===== config.mk =====
export PLATFORM = sky130hd
export DESIGN_NAME = alu_pipe
export DESIGN_NICKNAME = d
export VERILOG_FILES = /design/src/rtl/alu_pipe.sv
export SDC_FILE = /design/constraint.sdc
export NUM_CORES = 1
export LEC_CHECK = 0
export BUFFER_PORTS_ARGS = -buffer_cell sky130_fd_sc_hd__buf_2
export CORE_MARGIN = 5
export CORE_UTILIZATION = 35
export CTS_CLUSTER_DIAMETER = 120
export DETAILED_ROUTE_END_ITERATION = 8
export GPL_TIMING_DRIVEN = 0
export SYNTH_ARGS = -nofsm -noshare
export SYNTH_HDL_FRONTEND = slang
export SYNTH_SLANG_ARGS = --single-unit
export TNS_END_PERCENT = 50

===== constraint.sdc =====
create_clock -name clk -period 7.8 [get_ports clk]
set_clock_uncertainty 0.1 [all_clocks]
set_input_delay 0.39 -clock clk [delete_from_list [all_inputs] [get_ports clk]]
set_output_delay 0.39 -clock clk [all_outputs]
set_load 0.05 [all_outputs]

===== src/rtl/alu_pipe.sv =====
// Handshaked execute ALU: single-cycle ops land in a registered output stage,
// MUL runs as a WIDTH-cycle shift-add loop that holds off new input while busy.
module alu_pipe #(
    parameter int WIDTH = 32,
    parameter int TAG_W = 5
) (
    input  logic             clk,
    input  logic             rst,
    input  logic             in_valid,
    output logic             in_ready,
    input  logic [WIDTH-1:0] src_a,
    input  logic [WIDTH-1:0] src_b,
    input  logic [3:0]       alu_op,
    input  logic             c_in,
    input  logic [TAG_W-1:0] in_tag,
    output logic             out_valid,
    input  logic             out_ready,
    output logic [WIDTH-1:0] alu_result,
    output logic [3:0]       status_bits,
    output logic [TAG_W-1:0] out_tag
);

    localparam int CNT_W = $clog2(WIDTH + 1);
    localparam logic [CNT_W-1:0] CNT_LAST = CNT_W'(WIDTH - 1);

    localparam logic [3:0] OP_MOV = 4'b0001;
    localparam logic [3:0] OP_ADD = 4'b0010;
    localparam logic [3:0] OP_ADC = 4'b0011;
    localparam logic [3:0] OP_SUB = 4'b0100;
    localparam logic [3:0] OP_SBC = 4'b0101;
    localparam logic [3:0] OP_AND = 4'b0110;
    localparam logic [3:0] OP_ORR = 4'b0111;
    localparam logic [3:0] OP_EOR = 4'b1000;
    localparam logic [3:0] OP_MVN = 4'b1001;
    localparam logic [3:0] OP_MUL = 4'b1010;

    typedef enum logic {IDLE, BUSY} state_t;

    state_t             state;
    logic [WIDTH-1:0]   mcand_p0;
    logic [WIDTH-1:0]   mplier_p0;
    logic [WIDTH-1:0]   acc_p0;
    logic [CNT_W-1:0]   cnt_p0;
    logic [TAG_W-1:0]   tag_p0;

    logic [WIDTH+1:0]   ex_out;
    logic [WIDTH-1:0]   ex_res;
    logic               ex_c;
    logic               ex_v;
    logic               mul_bit;
    logic [WIDTH-1:0]   acc_next;

    // Returns {C, V, result} for every non-MUL opcode.
    function automatic logic [WIDTH+1:0] exec(input logic [3:0] op,
                                              input logic [WIDTH-1:0] a,
                                              input logic [WIDTH-1:0] b,
                                              input logic cin);
        logic [WIDTH:0]   ext;
        logic [WIDTH-1:0] res;
        logic             c;
        logic             v;
        ext = '0;
        res = WIDTH'(10);
        c   = 1'b0;
        v   = 1'b0;
        case (op)
            OP_MOV: res = b;
            OP_MVN: res = ~b;
            OP_AND: res = a & b;
            OP_ORR: res = a | b;
            OP_EOR: res = a ^ b;
            OP_ADD, OP_ADC: begin
                ext = {1'b0, a} + {1'b0, b} + {{WIDTH{1'b0}}, (op == OP_ADC) & cin};
                res = ext[WIDTH-1:0];
                c   = ext[WIDTH];
                v   = (a[WIDTH-1] == b[WIDTH-1]) && (res[WIDTH-1] != a[WIDTH-1]);
            end
            OP_SUB, OP_SBC: begin
                // SBC borrows when the incoming carry is clear.
                ext = {1'b0, a} - {1'b0, b} - {{WIDTH{1'b0}}, (op == OP_SBC) & ~cin};
                res = ext[WIDTH-1:0];
                c   = ~ext[WIDTH];
                v   = (a[WIDTH-1] != b[WIDTH-1]) && (res[WIDTH-1] != a[WIDTH-1]);
            end
            default: res = WIDTH'(10);
        endcase
        return {c, v, res};
    endfunction

    function automatic logic [3:0] flags(input logic [WIDTH-1:0] res,
                                         input logic c,
                                         input logic v);
        return {res == '0, c, v, res[WIDTH-1]};
    endfunction

    assign ex_out   = exec(alu_op, src_a, src_b, c_in);
    assign ex_res   = ex_out[WIDTH-1:0];
    assign ex_v     = ex_out[WIDTH];
    assign ex_c     = ex_out[WIDTH+1];

    assign mul_bit  = |(mplier_p0 & (WIDTH'(1) << cnt_p0));
    assign acc_next = mul_bit ? acc_p0 + (mcand_p0 << cnt_p0) : acc_p0;

    assign in_ready = (state == IDLE) && (!out_valid || out_ready);

    // Output stage: loaded by single-cycle ops on accept, or by MUL on its final iteration
    always_ff @(posedge clk) begin
        if (rst) begin
            state       <= IDLE;
            out_valid   <= 1'b0;
            alu_result  <= '0;
            status_bits <= '0;
            out_tag     <= '0;
            cnt_p0      <= '0;
        end else begin
            case (state)
                IDLE: begin
                    if (out_valid && out_ready) out_valid <= 1'b0;
                    if (in_valid && in_ready) begin
                        if (alu_op == OP_MUL) begin
                            mcand_p0  <= src_a;
                            mplier_p0 <= src_b;
                            tag_p0    <= in_tag;
                            acc_p0    <= '0;
                            cnt_p0    <= '0;
                            state     <= BUSY;
                        end else begin
                            alu_result  <= ex_res;
                            status_bits <= flags(ex_res, ex_c, ex_v);
                            out_tag     <= in_tag;
                            out_valid   <= 1'b1;
                        end
                    end
                end
                BUSY: begin
                    acc_p0 <= acc_next;
                    cnt_p0 <= cnt_p0 + 1'b1;
                    if (cnt_p0 == CNT_LAST) begin
                        alu_result  <= acc_next;
                        status_bits <= flags(acc_next, 1'b0, 1'b0);
                        out_tag     <= tag_p0;
                        out_valid   <= 1'b1;
                        cnt_p0      <= '0;
                        state       <= IDLE;
                    end
                end
                default: state <= IDLE;
            endcase
        end
    end

endmodule


==> results of run 1 <==
critical path, stage by stage:
cell and delay, ps:
buf_2 300, clkbuf_2 390, clkbuf_1 560, clkbuf_1 490, clkbuf_2 430, nor3b_1 390, fa_1 500, ha_1 210
o21ai_0 360, o2bb2ai_2 230, o2bb2ai_2 180, a31oi_1 580, o21bai_1 230, a21oi_1 200, xnor2_1 150, nor2_1 90
a2111oi_1 910, nand4_1 190, nor4_1 420, a21o_1 160
cells in the final DEF (no fill, tap or decap), drive strengths merged, types with 48 or more instances in the layout:
| master | instances |
|---|---|
| buf | 148 |
| clkbuf | 105 |
| nor2 | 161 |
| nand2 | 158 |
| xnor2 | 60 |
| edfxtp | 101 |
| o21ai | 116 |
| ha | 163 |
| dfxtp | 48 |
| inv | 133 |
| a21oi | 156 |
power breakdown:
part / switching, mW / internal [mW] / leakage, nW
registers: 0.0140 / 0.860 / 1.31
clock network: 0.354 / 0.540 / 0.317
logic: 0.599 / 0.295 / 5.49
cell type report:
cell class                 count  area [um^2]  area share
buffer                       102        396.6     0.02238
multi-input combinational   1493        10760      0.6073
sequential                   149         3994      0.2254
inverter                     131        491.7     0.02775
timing repair buffer         125        691.9     0.03905
tap                          592        740.7     0.04180
antenna                        2        5.005   0.0002824
clock buffer                  26        565.5     0.03192
clock inverter                 6        73.82    0.004166
layer usage:
| metal | share of wire | vias up |
|---|---|---|
| met1 | 0.41 | 7632 |
| met2 | 0.47 | 734 |
| met4 | 0.046 | 0 |
| li1 | - | 7221 |
| met5 | 0 | - |
| met3 | 0.073 | 144 |
path summary, 6_finish.rpt:
kind | start | endpoint
setup / recovery | alu_op[0] | status_bits[3]
hold / removal | in_tag[2] | tag_p0[2]
setup reg to reg | cnt_p0[0] | status_bits[3]
hold reg to reg | alu_result[7] | alu_result[7]
sequential cells by signal, summed over array words and instances, names as in the netlist:
register,flops
status_bits,4
out_valid,1
out_tag,5
alu_result,31
mplier_p0,32
acc_p0,32
cnt_p0,6
mcand_p0,32
tag_p0,5
state,1
cells by family (layout without fill, tap and decap cells):
family / Yosys count / after routing / synth area share
compound gates: 584 / 584 / 0.2476
xor+xnor: 93 / 93 / 0.05218
fa+ha+maj: 168 / 168 / 0.1371
buf+inv: 234 / 390 / 0.05699
flops: 149 / 149 / 0.2559
mux: 84 / 84 / 0.07518
other cells: 0 / 2 / 0
simple gates: 564 / 564 / 0.1751
repair_timing:
item | in CTS | in global routing
setup endpoints to repair | 1 | 2
resized for setup | 2 | 4
hold buffers | 0 | 0
==> impl_metrics.tcl, run 1 <==
set metrics [dict create \
    outcome "finished clean" \
    total_power_mw 2.662 \
    drv_cap 0 \
    grt_use_met2 0.4235 \
    hpwlAfterDp_mm 51.87 \
    grt_start_max_net_pins 33 \
    fmax_mhz 140.5 \
    hold_depth 1 \
    crit_type "input port to register" \
    synth_area_leader_cell "edfxtp_1" \
    clockBufferDepth 2 \
    grtUsageTotal 0.2475 \
    fillers 4566 \
    detail_route.wl_per_cell_um 24.09 \
    finalHoldViolations 0 \
    ys_seq_area_frac 0.2559 \
    p_per_area_nw_per_um2 150.2 \
    die_h_um 221.2 \
    final_core_util 0.4016 \
    synth_seq_cells 149 \
    stdcell_count 2626 \
    ys_types 86 \
    portBuffers 120 \
    hold_class "input port to register" \
    finalWirelength_mm 63.26 \
    slew_headroom 0.07808 \
    fin_tns_setup_ps 0 \
    fin_ws_ps 680.9 \
    setup.worst_path.start_class "input port" \
    worstSkewPairLatency_ps 440 \
    cp.arrival_ps 7400 \
    syn_nets 2122 \
    io_pins 121 \
    worst-endpoint-required_ps 8080 \
    rows 77 \
    holdWs_ps 50.42 \
    cts_buffers 17 \
    avgSynthCellArea_um2 8.321 \
    num_vias 15730 \
    rsz0062_at_grt "false" \
    synthFlopType "edfxtp_1" \
    leakagePower_nw 7.114 \
    syn_inst 1876 \
    synthTopCellsByCount "ha_1, nor2_1, nand2_1, a21oi_1, inv_1" \
    place_area_um2 17060 \
    grt_use_met3 0.02876 \
    finalInstanceArea_um2 17720 \
    yosys_warnings 0 \
    grt_pass1_wl_mm 94.99 \
    netlist.area_leader.share 0.1943 \
    area_growth_pct 13.51 \
    grt_pass1_vias 15280 \
    fin_nets 2265 \
    start_util 0.3538 \
    cp_max_fo 13 \
    cp-end-kind "register" \
    use_met1 0.3176 \
    gp_congestion 0.9775 \
    busiest_layer "met2" \
    cts.sinks 149 \
    tightest_slew_ps 1368 \
    synth_edf_count 101 \
    viasPerCell 5.990 \
    ant_nets 0 \
    antenna_found_initial 0 \
    final_max_slew_viol_count 0 \
    die_area_um2 48920 \
    overflow 0 \
    r2r_slack_ps 800 \
    syn_area_um2 15610 \
    clk_pin_slew_ps 60 \
    placedCellCount 2593 \
    post-cts-setup-buffers 0 \
    drt_pre_antenna_iters 5 \
    r2r_cells 21 \
    drcViolationCount 0 \
    coreArea_um2 44120 \
    h-tree-depth 4 \
    min_period_over_period 0.9127 \
    period_needed_ps 7119 \
    cts_tree "built" \
    ir_worst_vdd_v 0.00009798 \
    fp.dieW_um 221.2 \
    synthArstFlopShare 0 \
    layout-drive-gt1-share 0.1156 \
    synth_area_leaders "edfxtp_1, ha_1, dfxtp_1" \
    root_buffer "clkbuf_16" \
    setup_viol 0 \
    first_iter_violations 1745 \
    yosysMostFrequentCell "ha_1" \
    dpl_worst_slack_ps -657.5 \
]
(Power assumes the default switching activity.)
==> inputs of run 2 (changes only) <==
Settings changed: CAP_MARGIN from default to 20, CTS_BUF_LIST from default to sky130_fd_sc_hd__clkbuf_16.
==> impl_metrics.tcl, run 2 (same netlist as run 1, synthesis figures left out) <==
set metrics [dict create \
    outcome "finished clean" \
    cp_max_fo 13 \
    power.share.combinational 0.343 \
    final_max_slew_viol_count 0 \
    fmax_mhz 132.6 \
    met1_length_mm 25.63 \
    viasPerCell 5.973 \
    top_layer_used "met5" \
    first_iter_violations 1676 \
    ant_nets 0 \
    crit_type "input port to register" \
    cts_hold_buf 0 \
    die_area_um2 48920 \
    overflow 0 \
    worst-endpoint-required_ps 8090 \
    min_period_over_period 0.9667 \
    r2r_slack_ps 1000 \
    reg_top3 "acc_p0 (32), mcand_p0 (32), mplier_p0 (32)" \
    cp-end-kind "register" \
    rsz0062_at_grt "false" \
    leakagePower_nw 7.100 \
    period_needed_ps 7540 \
    die_h_um 221.2 \
    finalWirelength_mm 63.11 \
    dpl_worst_slack_ps -667.3 \
    worstSkewPairLatency_ps 440 \
    cts_tree "built" \
    fp.dieW_um 221.2 \
    layout_common_cells "ha_1, nor2_1, nand2_1, a21oi_1, inv_1" \
    finalInstanceArea_um2 17650 \
    grt_pass1_vias 15180 \
    hold_start "in_tag[4]" \
    place_area_um2 17070 \
    area_growth_pct 13.07 \
    clk_pin_slew_ps 60 \
    ir_worst_vdd_v 0.0001052 \
    r2r_cells 21 \
    fin_tns_setup_ps 0 \
    final_core_util 0.4000 \
    met2_length_mm 29.99 \
    layout_commonest_cell "ha_1" \
    clockPowerShare 0.321 \
    num_vias 15680 \
    clockBufferDepth 2 \
    sequentialPowerShare 0.336 \
    diodes 0 \
    grtUsageTotal 0.2469 \
    setup_viol 0 \
    drcViolationCount 0 \
    cts_buffers 17 \
    reg2reg_from "cnt_p0[0]" \
    post-cts-setup-buffers 0 \
    layout-drive-gt1-share 0.1141 \
    grt_start_max_net_pins 33 \
    finalHoldViolations 0 \
    hold_class "input port to register" \
    cts.sinks 149 \
    antenna_found_initial 3 \
    root_buffer "clkbuf_16" \
    switching_share 0.3733 \
    drv_cap 0 \
    gp_congestion 0.9775 \
    start_util 0.3538 \
    detail_route.wl_per_cell_um 24.03 \
    cp.arrival_ps 7830 \
    setup.worst_path.start_class "input port" \
    fillers 4562 \
    p_sw_mw 0.9712 \
    placedCellCount 2595 \
    drt_pre_antenna_iters 6 \
    hpwlAfterDp_mm 51.81 \
    coreArea_um2 44120 \
    hold_path_end "tag_p0[4]" \
    met3WireLength_mm 4.638 \
    rows 77 \
    slew_headroom 0.2133 \
    tightest_slew_ps 1168 \
    power.internal_mw 1.630 \
    fin_nets 2267 \
    p_per_area_nw_per_um2 147.4 \
    h-tree-depth 4 \
    fin_ws_ps 259.8 \
    io_pins 121 \
    r2r_end "status_bits[3]" \
    stdcell_count 2626 \
    portBuffers 120 \
    hold_depth 1 \
    grt_pass1_wl_mm 94.39 \
]
-- run 2: layer usage --
layer,GRT usage,vias up
li1,-,7229
met2,0.4238,732
met3,0.03552,144
met4,0.1008,6
met1,0.3126,7573
met5,0,-
-- run 2: timing repair --
| action | CTS | global route |
|---|---|---|
| endpoints found under the setup margin | 1 | 1 |
| pin swaps | 0 | 0 |
| endpoints found under the hold margin | 0 | 0 |
| gates resized for setup | 2 | 0 |
-- run 2: area by class of cell --
| class | count | area [um^2] | share of cell area |
|---|---|---|---|
| clock buffers | 19 | 475.5 | 0.02694 |
| inverters | 131 | 491.7 | 0.02786 |
| well taps | 592 | 740.7 | 0.04196 |
| clock inverters | 13 | 102.6 | 0.005813 |
| plain buffers | 102 | 395.4 | 0.02240 |
| flip-flops and latches | 149 | 3994 | 0.2263 |
| repair buffers | 127 | 703.2 | 0.03984 |
| multi-input cells | 1493 | 10750 | 0.6089 |
-- run 2: worst max path at each step --
stage | startpoint | to | slack (ps)
CTS | alu_op[0] | status_bits[3] | 40
floorplan | alu_op[0] | status_bits[3] | 2310
detailed placement | alu_op[0] | status_bits[3] | -670
finish | alu_op[0] | status_bits[3] | 260
global placement | alu_op[0] | status_bits[3] | -740
global route | alu_op[0] | status_bits[3] | 40
-- run 2: power by group through the flow --
stage          registers, mW  logic (mW)  clock network (mW)
5_1_grt                0.875       0.957               0.868
3_3_place_gp           0.892       0.855                   0
4_1_cts                0.874       0.873               0.832
2_1_floorplan          0.938       0.529                   0
3_5_place_dp           0.891       0.869                   0
6_report               0.874       0.893               0.834
-- run 2: per-stage QoR --
stage          hold slack [ps]  power [mW]
2_1_floorplan            388.9       1.468
3_3_place_gp             360.3       1.747
3_5_place_dp             369.4       1.760
4_1_cts                  35.77       2.579
5_1_grt                  35.79       2.700
6_report                 47.48       2.602
-- run 2: worst max-delay path, stage by stage --
cell and delay (ps):
buf_2 310, clkbuf_2 390, clkbuf_1 530, clkbuf_1 530, buf_1 620, nor3b_1 380
fa_1 500, inv_1 70, ha_1 160, o21ai_0 190, o2bb2ai_2 230, o2bb2ai_2 340
a31oi_1 340, o41ai_1 780, xor2_1 210, a2111oi_1 720, or2b_1 270, or4_1 390
nor4_1 290, a21o_1 160
==> inputs of run 3 (changes only) <==
==> constraint.sdc (replaced) <==
create_clock -name clk -period 7.8 [get_ports clk]
set_clock_uncertainty 0.1 [all_clocks]
set_input_delay 0.78 -clock clk [delete_from_list [all_inputs] [get_ports clk]]
set_output_delay 0.78 -clock clk [all_outputs]
set_load 0.05 [all_outputs]
==> impl_metrics.tcl, run 3 (same netlist as run 1, synthesis figures left out) <==
set metrics [dict create \
    grt_pass1_wl_mm 94.39 \
    fin_tns_setup_ps 0 \
    drt_pre_antenna_iters 7 \
    die_h_um 221.2 \
    area_growth_pct 13.14 \
    h-tree-depth 4 \
    tightest_slew_ps 1077 \
    cts_hold_buf 0 \
    ant_nets 0 \
    portBuffers 120 \
    drv_cap 0 \
    hpwlAfterDp_mm 51.81 \
    setup_viol 0 \
    cts_tree "built" \
    hold_depth 2 \
    finalWirelength_mm 63.22 \
    rsz0062_at_grt "false" \
    worst-endpoint-required_ps 8090 \
    switching_share 0.3739 \
    setup.worst_path.start_class "input port" \
    outcome "finished clean" \
    placedCellCount 2595 \
    crit_type "input port to register" \
    final_core_util 0.4003 \
    place_area_um2 17070 \
    viasPerCell 5.987 \
    min_period_over_period 0.9738 \
    fp.dieW_um 221.2 \
    final_max_slew_viol_count 0 \
    clockBufferDepth 2 \
    cp-end-kind "register" \
    fmax_mhz 131.7 \
    clk_pin_slew_ps 60 \
    finalInstanceArea_um2 17660 \
    reg_top3 "acc_p0 (32), mcand_p0 (32), mplier_p0 (32)" \
    cp_max_fo 13 \
    period_needed_ps 7595 \
    stdcell_count 2627 \
    hold_class "register to register" \
    root_buffer "clkbuf_16" \
    layout_common_cells "ha_1, nor2_1, nand2_1, a21oi_1, inv_1" \
    antenna_found_initial 4 \
    p_per_area_nw_per_um2 147.5 \
    sequentialPowerShare 0.336 \
    detail_route.wl_per_cell_um 24.06 \
    first_iter_violations 1756 \
    drcViolationCount 0 \
    clockPowerShare 0.320 \
    power.share.combinational 0.344 \
    cp.arrival_ps 7880 \
    grt_start_max_net_pins 33 \
    grtUsageTotal 0.2464 \
    grt_pass1_vias 15160 \
    layout_commonest_cell "ha_1" \
    leakagePower_nw 7.105 \
    p_sw_mw 0.9741 \
    post-cts-setup-buffers 0 \
    coreArea_um2 44120 \
    ir_worst_vdd_v 0.0001064 \
    r2r_cells 21 \
    worstSkewPairLatency_ps 450 \
    io_pins 121 \
    finalHoldViolations 0 \
    die_area_um2 48920 \
    rows 77 \
    fin_nets 2267 \
    cts.sinks 149 \
    layout-drive-gt1-share 0.1150 \
    slew_headroom 0.2794 \
    num_vias 15730 \
    overflow 0 \
    cts_buffers 17 \
    start_util 0.3538 \
    power.internal_mw 1.631 \
    gp_congestion 0.9775 \
]
-- run 3: cell types whose count changed in the layout (fill, tap and decap cells not counted), sizes merged --
cell and change:
diode +1
-- run 3: metal layers --
layer	up-vias	global-route usage	wire length (um)
li1	7222	-	-
met1	7584	0.3116	25390
met2	766	0.4241	30050
met3	153	0.03552	4838
met4	4	0.09904	2911
met5	-	0	24
-- run 3: repair_timing --
action,in CTS,in global routing
pin swaps,0,0
endpoints found under the setup margin,2,1
hold endpoints to repair,0,0
gates resized for setup,3,1
-- run 3: per-stage QoR --
| step | hold slack [ps] | setup WS (ps) | power [mW] |
|---|---|---|---|
| 4_1_cts | 378.0 | 360.0 | 2.579 |
| 6_report | 381.0 | 204.7 | 2.605 |
| 5_1_grt | 399.0 | 51.97 | 2.700 |
| 3_5_place_dp | 369.4 | -1057 | 1.760 |
| 3_3_place_gp | 360.3 | -1129 | 1.747 |
| 2_1_floorplan | 488.3 | 1924 | 1.468 |
-- run 3: power groups by stage --
stage / sequential [mW] / clock, mW / combinational (mW)
3_3_place_gp: 0.892 / 0 / 0.855
4_1_cts: 0.874 / 0.832 / 0.873
3_5_place_dp: 0.891 / 0 / 0.869
5_1_grt: 0.875 / 0.867 / 0.958
6_report: 0.874 / 0.835 / 0.896
2_1_floorplan: 0.938 / 0 / 0.529
-- run 3: worst max-delay path, cell delays in order --
cell and delay (ps):
buf_2 310, clkbuf_2 390, clkbuf_1 530, clkbuf_1 510
buf_2 410, nor3b_1 370, fa_1 500, ha_1 210
nor2_1 150, fa_1 280, nand2b_1 80, a21oi_1 340
o211ai_1 260, a21oi_1 620, o21bai_1 230, xnor2_1 210
a211oi_1 260, o311ai_0 290, or4_1 590, nor4_1 370
a21o_1 160
-- run 3: final timing paths --
path                       from             end  slack (ps)
setup reg to reg      cnt_p0[0]  status_bits[3]         970
hold / removal    alu_result[7]   alu_result[7]         380
hold reg to reg   alu_result[7]   alu_result[7]         380
setup / recovery      alu_op[0]  status_bits[3]         200
-- run 3: layout make-up --
class / instances / area [um^2]
buffer: 102 / 396.6
timing repair buffer: 127 / 703.2
clock buffer: 19 / 475.5
sequential: 149 / 3994
multi-input combinational: 1493 / 10760
antenna: 1 / 2.502
tap: 592 / 740.7
fill: 4561 / 26460
clock inverter: 13 / 102.6
inverter: 131 / 491.7
